$ cat config.mk
export PLATFORM = sky130hd
export DESIGN_NAME = idiot_operand_stack
export DESIGN_NICKNAME = d
export VERILOG_FILES = /design/src/rtl/idiot_operand_stack_pkg.sv /design/src/rtl/idiot_stack_store.sv /design/src/rtl/idiot_operand_stack.sv
export SDC_FILE = /design/constraint.sdc
export NUM_CORES = 1
export LEC_CHECK = 0
export BUFFER_PORTS_ARGS = -buffer_cell sky130_fd_sc_hd__buf_2
export CORE_ASPECT_RATIO = 0.9
export CORE_UTILIZATION = 50
export DETAILED_ROUTE_END_ITERATION = 8
export PLACE_DENSITY = 0.68
export SYNTH_ARGS = -nofsm -noshare
export SYNTH_HDL_FRONTEND = slang
export SYNTH_HIERARCHICAL = 1
export SYNTH_SLANG_ARGS = --single-unit
$ cat constraint.sdc
create_clock -name clk -period 10.1 [get_ports clk]
set_clock_uncertainty 0.05 [all_clocks]
set_input_delay 3.03 -clock clk [delete_from_list [all_inputs] [get_ports clk]]
set_output_delay 3.03 -clock clk [all_outputs]
set_load 0.03 [all_outputs]
$ cat src/rtl/idiot_operand_stack_pkg.sv
// Shared encodings for the IDIOT operand stack: stack commands, error causes
// and the datapath word width.
package idiot_operand_stack_pkg;

  localparam int WORD = 16;

  typedef enum logic [2:0] {
    STKnop  = 3'b000,
    STKpush = 3'b001,
    STKpop  = 3'b010,
    STKbin  = 3'b011,
    STKun   = 3'b100,
    STKdup  = 3'b101,
    STKswap = 3'b110,
    STKill  = 3'b111
  } stk_op_e;

  typedef enum logic [1:0] {
    ERRnone  = 2'b00,
    ERRover  = 2'b01,
    ERRunder = 2'b10,
    ERRill   = 2'b11
  } err_code_e;

endpackage

$ cat src/rtl/idiot_stack_store.sv
// Stack storage: DEPTH x WIDTH registers with two combinational read ports
// and two write ports so SWAP can exchange entries in a single edge.
module idiot_stack_store #(
  parameter int WIDTH = 16,
  parameter int DEPTH = 16,
  localparam int AW = $clog2(DEPTH)
) (
  input  logic             clk,
  input  logic [AW-1:0]    rd_top_addr,
  input  logic [AW-1:0]    rd_nos_addr,
  output logic [WIDTH-1:0] rd_top_data,
  output logic [WIDTH-1:0] rd_nos_data,
  input  logic             we_a,
  input  logic [AW-1:0]    wa_a,
  input  logic [WIDTH-1:0] wd_a,
  input  logic             we_b,
  input  logic [AW-1:0]    wa_b,
  input  logic [WIDTH-1:0] wd_b
);

  logic [WIDTH-1:0] mem [DEPTH];

  // Contents are never cleared; reads are masked by depth in the parent.
  always_ff @(posedge clk) begin
    if (we_a) mem[wa_a] <= wd_a;
    if (we_b) mem[wa_b] <= wd_b;
  end

  assign rd_top_data = mem[rd_top_addr];
  assign rd_nos_data = mem[rd_nos_addr];

endmodule

$ cat src/rtl/idiot_operand_stack.sv
// Operand stack feeding ALU X/Y: command decode, depth tracking and sticky
// overflow/underflow/illegal-op detection around the storage array.
module idiot_operand_stack
  import idiot_operand_stack_pkg::*;
#(
  parameter int WIDTH = WORD,
  parameter int DEPTH = 16,
  localparam int CW = $clog2(DEPTH) + 1
) (
  input  logic             clk,
  input  logic             reset,
  input  logic [2:0]       stk_op,
  input  logic [WIDTH-1:0] din,
  input  logic [WIDTH-1:0] wdata,
  output logic [WIDTH-1:0] tos,
  output logic [WIDTH-1:0] nos,
  output logic [CW-1:0]    depth,
  output logic             empty,
  output logic             full,
  output logic             err,
  output logic [1:0]       err_code
);

  localparam int AW = $clog2(DEPTH);

  stk_op_e          op;
  logic [CW-1:0]    depth_q, depth_nxt;
  logic [AW-1:0]    slot_lo, top_idx, nos_idx;
  logic [WIDTH-1:0] top_raw, nos_raw;
  logic             we_a, we_b;
  logic [AW-1:0]    wa_a, wa_b;
  logic [WIDTH-1:0] wd_a, wd_b;
  logic             err_hit;
  err_code_e        err_cause;
  logic             err_q;
  logic [1:0]       err_code_q;
  logic             is_empty, is_full, lt_two;

  assign op       = stk_op_e'(stk_op);
  assign slot_lo  = depth_q[AW-1:0];
  // Indices wrap modulo DEPTH, so depth==DEPTH still addresses the top slot.
  assign top_idx  = slot_lo - AW'(1);
  assign nos_idx  = slot_lo - AW'(2);
  assign is_empty = (depth_q == '0);
  assign is_full  = (depth_q == CW'(DEPTH));
  assign lt_two   = (depth_q < CW'(2));

  idiot_stack_store #(.WIDTH(WIDTH), .DEPTH(DEPTH)) u_store (
    .clk         (clk),
    .rd_top_addr (top_idx),
    .rd_nos_addr (nos_idx),
    .rd_top_data (top_raw),
    .rd_nos_data (nos_raw),
    .we_a        (we_a),
    .wa_a        (wa_a),
    .wd_a        (wd_a),
    .we_b        (we_b),
    .wa_b        (wa_b),
    .wd_b        (wd_b)
  );

  assign tos = is_empty ? '0 : top_raw;
  assign nos = lt_two   ? '0 : nos_raw;

  always_comb begin
    depth_nxt = depth_q;
    we_a      = 1'b0;
    wa_a      = slot_lo;
    wd_a      = din;
    we_b      = 1'b0;
    wa_b      = nos_idx;
    wd_b      = tos;
    err_hit   = 1'b0;
    err_cause = ERRnone;
    unique case (op)
      STKnop: ;
      STKpush: begin
        if (is_full) begin
          err_hit = 1'b1; err_cause = ERRover;
        end else begin
          we_a = 1'b1; depth_nxt = depth_q + CW'(1);
        end
      end
      STKpop: begin
        if (is_empty) begin
          err_hit = 1'b1; err_cause = ERRunder;
        end else begin
          depth_nxt = depth_q - CW'(1);
        end
      end
      STKbin: begin
        if (lt_two) begin
          err_hit = 1'b1; err_cause = ERRunder;
        end else begin
          we_a = 1'b1; wa_a = nos_idx; wd_a = wdata;
          depth_nxt = depth_q - CW'(1);
        end
      end
      STKun: begin
        if (is_empty) begin
          err_hit = 1'b1; err_cause = ERRunder;
        end else begin
          we_a = 1'b1; wa_a = top_idx; wd_a = wdata;
        end
      end
      STKdup: begin
        // Empty is checked first: duplicating nothing is an underflow.
        if (is_empty) begin
          err_hit = 1'b1; err_cause = ERRunder;
        end else if (is_full) begin
          err_hit = 1'b1; err_cause = ERRover;
        end else begin
          we_a = 1'b1; wd_a = tos; depth_nxt = depth_q + CW'(1);
        end
      end
      STKswap: begin
        if (lt_two) begin
          err_hit = 1'b1; err_cause = ERRunder;
        end else begin
          we_a = 1'b1; wa_a = top_idx; wd_a = nos;
          we_b = 1'b1; wa_b = nos_idx; wd_b = tos;
        end
      end
      default: begin
        err_hit = 1'b1; err_cause = ERRill;
      end
    endcase
    if (reset) begin
      we_a = 1'b0;
      we_b = 1'b0;
    end
  end

  always_ff @(posedge clk) begin
    if (reset) begin
      depth_q    <= '0;
      err_q      <= 1'b0;
      err_code_q <= 2'b00;
    end else begin
      depth_q <= depth_nxt;
      if (err_hit && !err_q) begin
        err_q      <= 1'b1;
        err_code_q <= err_cause;
      end
    end
  end

  assign depth    = depth_q;
  assign empty    = is_empty;
  assign full     = is_full;
  assign err      = err_q;
  assign err_code = err_code_q;

endmodule
==> run summary, run 1 <==
Synth-to-Final Area Change: 10.8%
Worst IR drop on VDD: 0.223 mV
Total routed wirelength: 53800 µm
Fin Setup TNS: 0 ns
Setup-failing EPs final: 0
Worst rel slew slack: 0.195
Comb power frac: 0.573
Worst-Skew Late Latency: 0.57 ns
Sequential share of the synthesized area: 0.475
Post-synth EDFFs: 256
All-Layer GR Usage: 0.321
Hold Vio Cnt, Final: 0
Leakage: 6.36 nW
Critical Path RT: 7.02 ns
Maximum buffer depth of the clock tree: 3
Mapped Area: 16500 µm²
Yosys warns: 6
Synthesized net count: 1138
Post-CTS setup buffers: 0
Synth Register Bits: 264
Largest family of logic cells by synthesized area: multiplexers
Root Driver: clkbuf_16
Top cells by area, synth: edfxtp_1, mux4_2, mux2_2
Synth cell types: 68
Die Wd: 194 µm
Total congestion overflow: 0
Seq pwr share: 0.251
Initial Utilization: 0.513
Synth Area in Simple Gates: 0.0535
Net Sw Power: 2.48 mW
Commonest cells post-synth: edfxtp_1, mux2_2, mux4_2, a22oi_1, clkbuf_1
Count of boundary I/O pins: 79
Yosys top cell by area: edfxtp_1
# rows: 62
CTS buffer count: 30
RSZ-0062 raised after global routing: no
Reg clk slew, reported paths: 0.06 ns
PD cells: 306 nW/µm²
Syn avg cell area: 15.1 µm²
Asr flop ratio synth: 0
Gpl congestion: 0.882
Number of global-route vias before repair: 11255
Slew @ Worst Pin: 1.21 ns
Core Region: 32200 µm²
Max Fclk: 118 MHz
Cells after synthesis: 1093
Critical path class: flip-flop to output port
Initial DRT Pass Iterations: 5
Final nets: 1195
Yosys top cell area share: 0.465
Synth Area in Compound Gates: 0.0696
Worst Path Max Fanout: 46
Final worst path period need: 8.48 ns
Cell with the most instances after synthesis: edfxtp_1
N_diodes: 0
Placed Cells: 1534
Worst Hold Class: flip-flop to flip-flop
Clock Sink Count: 264
Final Core Density: 0.569
DIE AREA: 33800 µm²
Non-Filler Instances: 1589
H-Tree Depth: 1
Area share of fa/ha/maj cells after synthesis: 0.00712
Max_cap viols: 0
Remaining antenna violation count after routing: 0
CP Capture Type: output port
Xor and xnor area share after synthesis: 0.00424
Share of cells above drive strength 1: 0.523
CP arrival: 5.40 ns
First-iteration detailed-routing DRC count: 1459
Internal power: 3.12 mW
DPL Wire Length: 32000 µm
# fillers: 2529
Startpoint Class: flip-flop
Final Power: 5.60 mW
Clk pwr share: 0.176
Routed len/inst: 33.9 µm
# DRC: 0
Port Buffers: 78
Net switching share of the total power: 0.443
CTS tree: built
First-pass GRT wire length: 77500 µm
Post-CTS Resized: 0
Die span in y: 174 µm
Fin crit share: 0.839
Vias per cell: 7.14
Mux cell area share after synthesis: 0.353
Largest net degree at the start of global routing: 50
DR vias: 11349
Status: finished clean
Main synth FF type: edfxtp_1
CTS Hold Bufs: 0
Slew Limit Fails: 0
Initial antenna violation count: 1
-- per-stage QoR --
stage	setup WS (ns)	cell area (µm²)	hold WS (ns)
2_1_floorplan	3.72	16500	0.545
3_3_place_gp	2.47	17400	0.391
3_5_place_dp	2.29	17400	0.414
4_1_cts	1.71	18300	0.428
5_1_grt	1.31	18300	0.447
6_report	1.62	18300	0.421
-- state kept, by name, indices dropped and copies added (netlist names) --
register     cells
u_store/mem    256
depth            5
err_code         2
err              1
-- logic make-up after synthesis --
| family | Yosys count |
|---|---|
| buffers and inverters | 125 |
| DFF | 264 |
| xor gates and xnor gates | 8 |
| AOI/OAI and AO/OA | 146 |
| adders and majority gates | 9 |
| muxes | 388 |
| and+or+nand+nor | 153 |
-- cells in the final DEF, fill, tap and decap left out, types with 3 or more instances in the layout --
cell type    n
a21o_1       3
a21oi_1     10
a221o_1     16
a22o_1      15
a22oi_1     64
buf_2       78
buf_4       62
clkbuf_1     9
clkbuf_16   30
clkinv_1     8
clkinv_2     7
dfxtp_1      7
edfxtp_1   256
ha_1         7
inv_1        6
mux2_2     246
mux2_4       9
mux2i_1      4
mux4_2     128
nand2_1     46
nand2b_1    10
nand3_1      6
nand3b_1     5
nor2_1      13
nor2_2       7
nor2b_1     33
nor2b_2      4
nor3_1       3
nor3_4       3
nor3b_1      3
nor3b_2      3
o21ai_2      7
o21bai_2     4
o22ai_1      3
o22ai_2      5
xnor2_1      6
-- critical path, stage by stage, from the launching register on --
cell and delay, ns:
dfxtp_1 0.48, clkinv_2 0.80, ha_1 0.62, inv_1 0.11
a21oi_1 0.06, xnor2_1 0.49, and2_1 0.46, buf_4 0.33
a22oi_1 0.11, nand2_1 0.10, nor2b_1 0.88, buf_2 0.37
-- area by class of cell --
type	count	area, µm²	share of cell area
clock buffer	39	785	0.0428
clock inverter	16	83.8	0.00458
inverter	10	41.3	0.00226
multi-input combinational	704	8170	0.446
sequential	264	7850	0.429
tap	416	520	0.0284
timing repair buffer	140	856	0.0467
-- path summary, 6_finish.rpt --
| path | startpoint | to | slack, ns | depth (start not counted) |
|---|---|---|---|---|
| setup reg to reg | depth[1] | u_store/mem[1][13] | 4.49 | 10 |
| setup / recovery | depth[1] | tos[0] | 1.62 | 11 |
| hold / removal | err_code[1] | err_code[1] | 0.42 | 1 |
| hold reg to reg | err_code[1] | err_code[1] | 0.42 | 1 |
-- layer usage --
metal  global-route usage  up-vias  routed length [µm]  share of wire
met5                    0        -                  10        0.00019
met4                0.151        2                2600          0.048
met3               0.0700      173                5900           0.11
met2                0.494      731               24500           0.46
met1                0.436     5863               20800           0.39
li1                     -     4580                   -              -
-- power groups by stage --
stage               sequential (mW)  clock [mW]  combinational, mW
floorplan                      1.43           0               2.17
global placement               1.43           0               3.11
detailed placement             1.43           0               3.15
CTS                            1.41       0.997               3.16
global route                   1.41        1.03               3.38
finish                         1.41       0.987               3.21
No activity file was read; power rests on OpenSTA's default activity.
==> run 2, diff against run 1 <==
--- a/config.mk
+++ b/config.mk
@@ -9,7 +9,7 @@
 export CORE_ASPECT_RATIO = 0.9
 export CORE_UTILIZATION = 50
 export DETAILED_ROUTE_END_ITERATION = 8
-export PLACE_DENSITY = 0.68
+export PLACE_DENSITY = 0.71
 export SYNTH_ARGS = -nofsm -noshare
 export SYNTH_HDL_FRONTEND = slang
 export SYNTH_HIERARCHICAL = 1
==> constraint.sdc (replaced) <==
create_clock -name clk -period 7.5 [get_ports clk]
set_clock_uncertainty 0.05 [all_clocks]
set_input_delay 2.25 -clock clk [delete_from_list [all_inputs] [get_ports clk]]
set_output_delay 2.25 -clock clk [all_outputs]
set_load 0.03 [all_outputs]
==> run 2 against run 1 <==
  * Non-clock buffer count rose by 2
  * First-iteration DRC count shrank 7.7%
  * Sequential cell count unchanged
  * Clock power up 52%
==> run summary, run 2 (synthesized netlist as in run 1, its figures left out) <==
CTS Hold Bufs: 0
DR vias: 11192
Die Wd: 194 µm
Synth-to-Final Area Change: 11.9%
Final Power: 7.78 mW
Max Fclk: 148 MHz
Port Buffers: 78
Fin Setup TNS: 0 ns
H-Tree Depth: 1
Worst Path Max Fanout: 47
Hold_sp: err_code[1]
RSZ-0062 raised after global routing: no
Die span in y: 174 µm
First-pass GRT wire length: 76600 µm
Post-CTS Resized: 0
Post-CTS setup buffers: 0
Final worst path period need: 6.76 ns
Hold Vio Cnt, Final: 0
Reg2Reg Depth: 9
CTS buffer count: 30
Initial Utilization: 0.513
Status: finished clean
N_diodes: 0
Clock Sink Count: 264
CP Capture Type: output port
M1 WL: 20000 µm
Count of boundary I/O pins: 79
Critical path class: flip-flop to output port
Largest register FFs: 256
Worst IR drop on VDD: 0.247 mV
CP arrival: 4.46 ns
Critical Path Start: depth[0]
Startpoint Class: flip-flop
Final Core Density: 0.575
Met2 Wirelength: 25100 µm
Worst-Skew Late Latency: 0.56 ns
Non-Filler Instances: 1592
Worst rel slew slack: 0.212
Setup-failing EPs final: 0
Core Region: 32200 µm²
# rows: 62
PD cells: 421 nW/µm²
Leakage: 6.42 nW
Multi-input gate area: 8230 µm²
Worst Hold Endpoint: err_code[1]
Gpl congestion: 0.881
Reg-to-reg setup timing slack: 2.78 ns
Remaining antenna violation count after routing: 0
All-Layer GR Usage: 0.311
R2r startpoint: depth[2]
Initial antenna violation count: 0
Largest net degree at the start of global routing: 48
Routed len/inst: 32.7 µm
Maximum buffer depth of the clock tree: 3
Most frequent cells in the layout: edfxtp_1, mux2_2, mux4_2
# DRC: 0
CTS tree: built
Total routed wirelength: 52100 µm
# fillers: 2507
DPL Wire Length: 32500 µm
Worst Hold Class: flip-flop to flip-flop
Max Used Layer: met4
Register area: 7850 µm²
Max_cap viols: 0
Fin crit share: 0.901
Worst reg2reg path endpoint: u_store/mem[2][8]
Placed Cells: 1536
Routed met3 length: 4400 µm
DIE AREA: 33800 µm²
Vias per cell: 7.03
Critical Path RT: 5.20 ns
Slew Limit Fails: 0
Number of global-route vias before repair: 11339
Slew @ Worst Pin: 1.18 ns
Reg clk slew, reported paths: 0.06 ns
Initial DRT Pass Iterations: 5
Total congestion overflow: 0
Final nets: 1197
Root Driver: clkbuf_16
Share of cells above drive strength 1: 0.526
Cells on Worst Hold Path: 1
First-iteration detailed-routing DRC count: 1347
Largest Register: u_store/mem
Most common cell after layout, fill and taps aside: edfxtp_1
run 2: cell count changes in the layout (fill, tap and decap cells not counted), sizes merged:
cell	delta
buf	+2
bufinv	+4
clkinv	-3
run 2: stage by stage:
step / setup WS [ns] / hold WS, ns / cell area, µm²
floorplan: 1.90 / 0.545 / 16500
global placement: 1.37 / 0.398 / 17500
detailed placement: 1.34 / 0.408 / 17500
CTS: 0.697 / 0.421 / 18500
global route: 0.400 / 0.444 / 18500
finish: 0.740 / 0.422 / 18500
run 2: area by class of cell:
type                    count  area share
clock inverters            17     0.00987
clock buffers              39      0.0436
flip-flops and latches    264       0.424
repair buffers            142      0.0471
multi-input cells         704       0.445
inverters                  10     0.00223
well taps                 416      0.0281
run 2: worst max-delay path by stage:
stage / end / slack, ns / depth (start not counted)
final: tos[11] / 0.74 / 8
after global routing: tos[1] / 0.40 / 8
after CTS: tos[11] / 0.70 / 8
after detailed placement: tos[11] / 1.34 / 8
after global placement: tos[11] / 1.37 / 8
after floorplan: u_store/mem[0][0] / 1.90 / 10
run 2: layer usage:
layer  up-vias  global-route usage
met5         -                   0
met4         0               0.142
met3       144              0.0369
met2       618               0.511
met1      5857               0.418
li1       4573                   -
run 2: worst max-delay path, cell delays in order (launching register included):
cell and delay (ns):
dfxtp_4 0.36, buf_4 0.72, a21oi_1 0.18, xnor2_1 0.48
nor2b_2 0.55, a22oi_1 0.17, nand2_1 0.12, nor2b_1 0.93
buf_2 0.39
run 2: power breakdown:
group | switching (mW) | total (mW) | internal, mW
Clock | 0.609 | 1.50 | 0.890
Sequential | 0.0454 | 1.89 | 1.85
Combinational | 2.72 | 4.39 | 1.67
Total | 3.38 | 7.78 | 4.40
==> run 3, diff against run 2 <==
--- a/config.mk
+++ b/config.mk
@@ -6,10 +6,12 @@
 export NUM_CORES = 1
 export LEC_CHECK = 0
 export BUFFER_PORTS_ARGS = -buffer_cell sky130_fd_sc_hd__buf_2
+export CELL_PAD_IN_SITES_DETAIL_PLACEMENT = 0
+export CELL_PAD_IN_SITES_GLOBAL_PLACEMENT = 2
 export CORE_ASPECT_RATIO = 0.9
-export CORE_UTILIZATION = 50
+export CORE_UTILIZATION = 42
 export DETAILED_ROUTE_END_ITERATION = 8
-export PLACE_DENSITY = 0.71
+export PLACE_DENSITY = 0.79
 export SYNTH_ARGS = -nofsm -noshare
 export SYNTH_HDL_FRONTEND = slang
 export SYNTH_HIERARCHICAL = 1
==> run 3 against run 2 <==
  * Core utilization decreased by 9.4 points
  * First-iteration DRC count fell by 8.8%
  * Cell area rose by 0.22%
  * Critical path type unchanged
==> run summary, run 3 (synthesized netlist as in run 1, its figures left out) <==
Status: finished clean
Gpl congestion: 0.835
CP Capture Type: output port
All-Layer GR Usage: 0.279
Fin Setup TNS: 0 ns
Synth-to-Final Area Change: 12.2%
Worst rel slew slack: 0.238
Final Core Density: 0.481
Worst-Skew Late Latency: 0.58 ns
Largest net degree at the start of global routing: 61
Hold_sp: err_code[0]
DR vias: 11030
Slew @ Worst Pin: 1.14 ns
Hold Vio Cnt, Final: 0
Slew Limit Fails: 0
First-iteration detailed-routing DRC count: 1228
Max Fclk: 141 MHz
Initial DRT Pass Iterations: 5
Cells on Worst Hold Path: 2
Core Region: 38500 µm²
Leakage: 6.37 nW
Most common cell after layout, fill and taps aside: edfxtp_1
CTS tree: built
Port Buffers: 78
Critical Path RT: 5.20 ns
Share of cells above drive strength 1: 0.523
Worst Path Max Fanout: 17
Final nets: 1190
Setup-failing EPs final: 0
CP cell instances: clkinv_2 -> ha_1 -> inv_1 -> a21oi_1 -> xnor2_1 -> and2_1 -> buf_4 -> a22oi_1 -> nand2_1 -> nor2b_1 -> buf_2
Post-CTS Resized: 0
Most frequent cells in the layout: edfxtp_1, mux2_2, mux4_2
Post-CTS setup buffers: 0
Hold Slack: 0.432 ns
Final Power: 7.69 mW
CP arrival: 4.79 ns
CTS buffer count: 30
Worst Hold Class: flip-flop to flip-flop
Slowest stage cell, crit path: nor2b_1
PD cells: 415 nW/µm²
Worst IR drop on VDD: 0.268 mV
DPL Wire Length: 33300 µm
Routed len/inst: 32.7 µm
Startpoint Class: flip-flop
DIE AREA: 40100 µm²
Clock Sink Count: 264
Largest register FFs: 256
Vias per cell: 6.52
Internal power: 4.31 mW
Clk pwr share: 0.185
Net switching share of the total power: 0.440
RSZ-0062 raised after global routing: no
H-Tree Depth: 1
Net Sw Power: 3.39 mW
First-pass GRT wire length: 78900 µm
Root Driver: clkbuf_16
Fin crit share: 0.946
Reg clk slew, reported paths: 0.06 ns
Reg2Reg Depth: 9
Remaining antenna violation count after routing: 0
Total routed wirelength: 55400 µm
Max_cap viols: 0
CTS Hold Bufs: 0
N_diodes: 0
Critical Path Start: depth[1]
# rows: 68
Final worst path period need: 7.09 ns
Initial Utilization: 0.429
Initial antenna violation count: 0
Seq pwr share: 0.246
Total congestion overflow: 0
Reg-to-reg setup timing slack: 2.89 ns
Number of global-route vias before repair: 10883
Largest Register: u_store/mem
Worst Hold Endpoint: err_code[0]
Worst reg2reg path endpoint: u_store/mem[1][9]
Die span in y: 190 µm
Maximum buffer depth of the clock tree: 3
R2r startpoint: depth[0]
Critical path class: flip-flop to output port
# DRC: 0
Crit path largest cell delay: 0.86 ns
Die Wd: 211 µm
Comb power frac: 0.569
Count of boundary I/O pins: 79
==> run 3: changes by cell type in the layout (fill, tap and decap cells not counted), moves of 2 or more <==
cell / delta
clkbuf_1: -2
buf_4: -8
clkinvlp_4: +2
bufinv_16: -2
==> run 3: area by class of cell <==
| class | instances | area [µm²] |
|---|---|---|
| fill | 3338 | 20000 |
| multi-input combinational | 704 | 8220 |
| sequential | 264 | 7850 |
| timing repair buffer | 135 | 831 |
| clock buffer | 37 | 798 |
| tap | 525 | 657 |
| clock inverter | 18 | 138 |
| inverter | 10 | 41.3 |
==> run 3: power by group through the flow <==
| stage | sequential [mW] | clock, mW | combinational, mW |
|---|---|---|---|
| 2_1_floorplan | 1.92 | 0 | 2.93 |
| 3_3_place_gp | 1.92 | 0 | 4.30 |
| 3_5_place_dp | 1.92 | 0 | 4.33 |
| 4_1_cts | 1.89 | 1.44 | 4.35 |
| 5_1_grt | 1.90 | 1.49 | 4.64 |
| 6_report | 1.89 | 1.42 | 4.38 |
==> run 3: per-layer routing <==
layer  share of wire  vias to the layer above  wire length (µm)  track usage
li1                -                     4573                 -            -
met1            0.42                     5779             23300        0.395
met2            0.46                      569             25600        0.435
met3           0.089                      109              4930       0.0495
met4           0.030                        0              1640       0.0889
met5               0                        -                 0            0
==> run 3: how the worst max path moves through the flow <==
stage,end,slack (ns)
after floorplan,u_store/mem[0][0],1.90
after CTS,tos[7],0.49
after detailed placement,tos[7],1.11
after global placement,tos[7],1.30
final,tos[7],0.41
after global routing,tos[7],0.17
==> run 3: metrics by stage <==
stage	area, µm²	worst slack [ns]	cells
after global routing	18500	0.166	1693
after global placement	17600	1.30	1638
final	18500	0.407	1693
after floorplan	16500	1.90	1093
after CTS	18500	0.490	1693
after detailed placement	17600	1.11	1638
==> run 3: critical path: cells and delay by family (launching register included) <==
kind | cells | cell delay [ns]
AND/OR/NAND/NOR | 3 | 1.58
buffers and inverters | 4 | 1.13
XOR/XNOR | 1 | 0.49
flip-flops | 1 | 0.48
adder cells (fa/ha/maj) | 1 | 0.37
AO/OA/AOI/OAI | 2 | 0.14
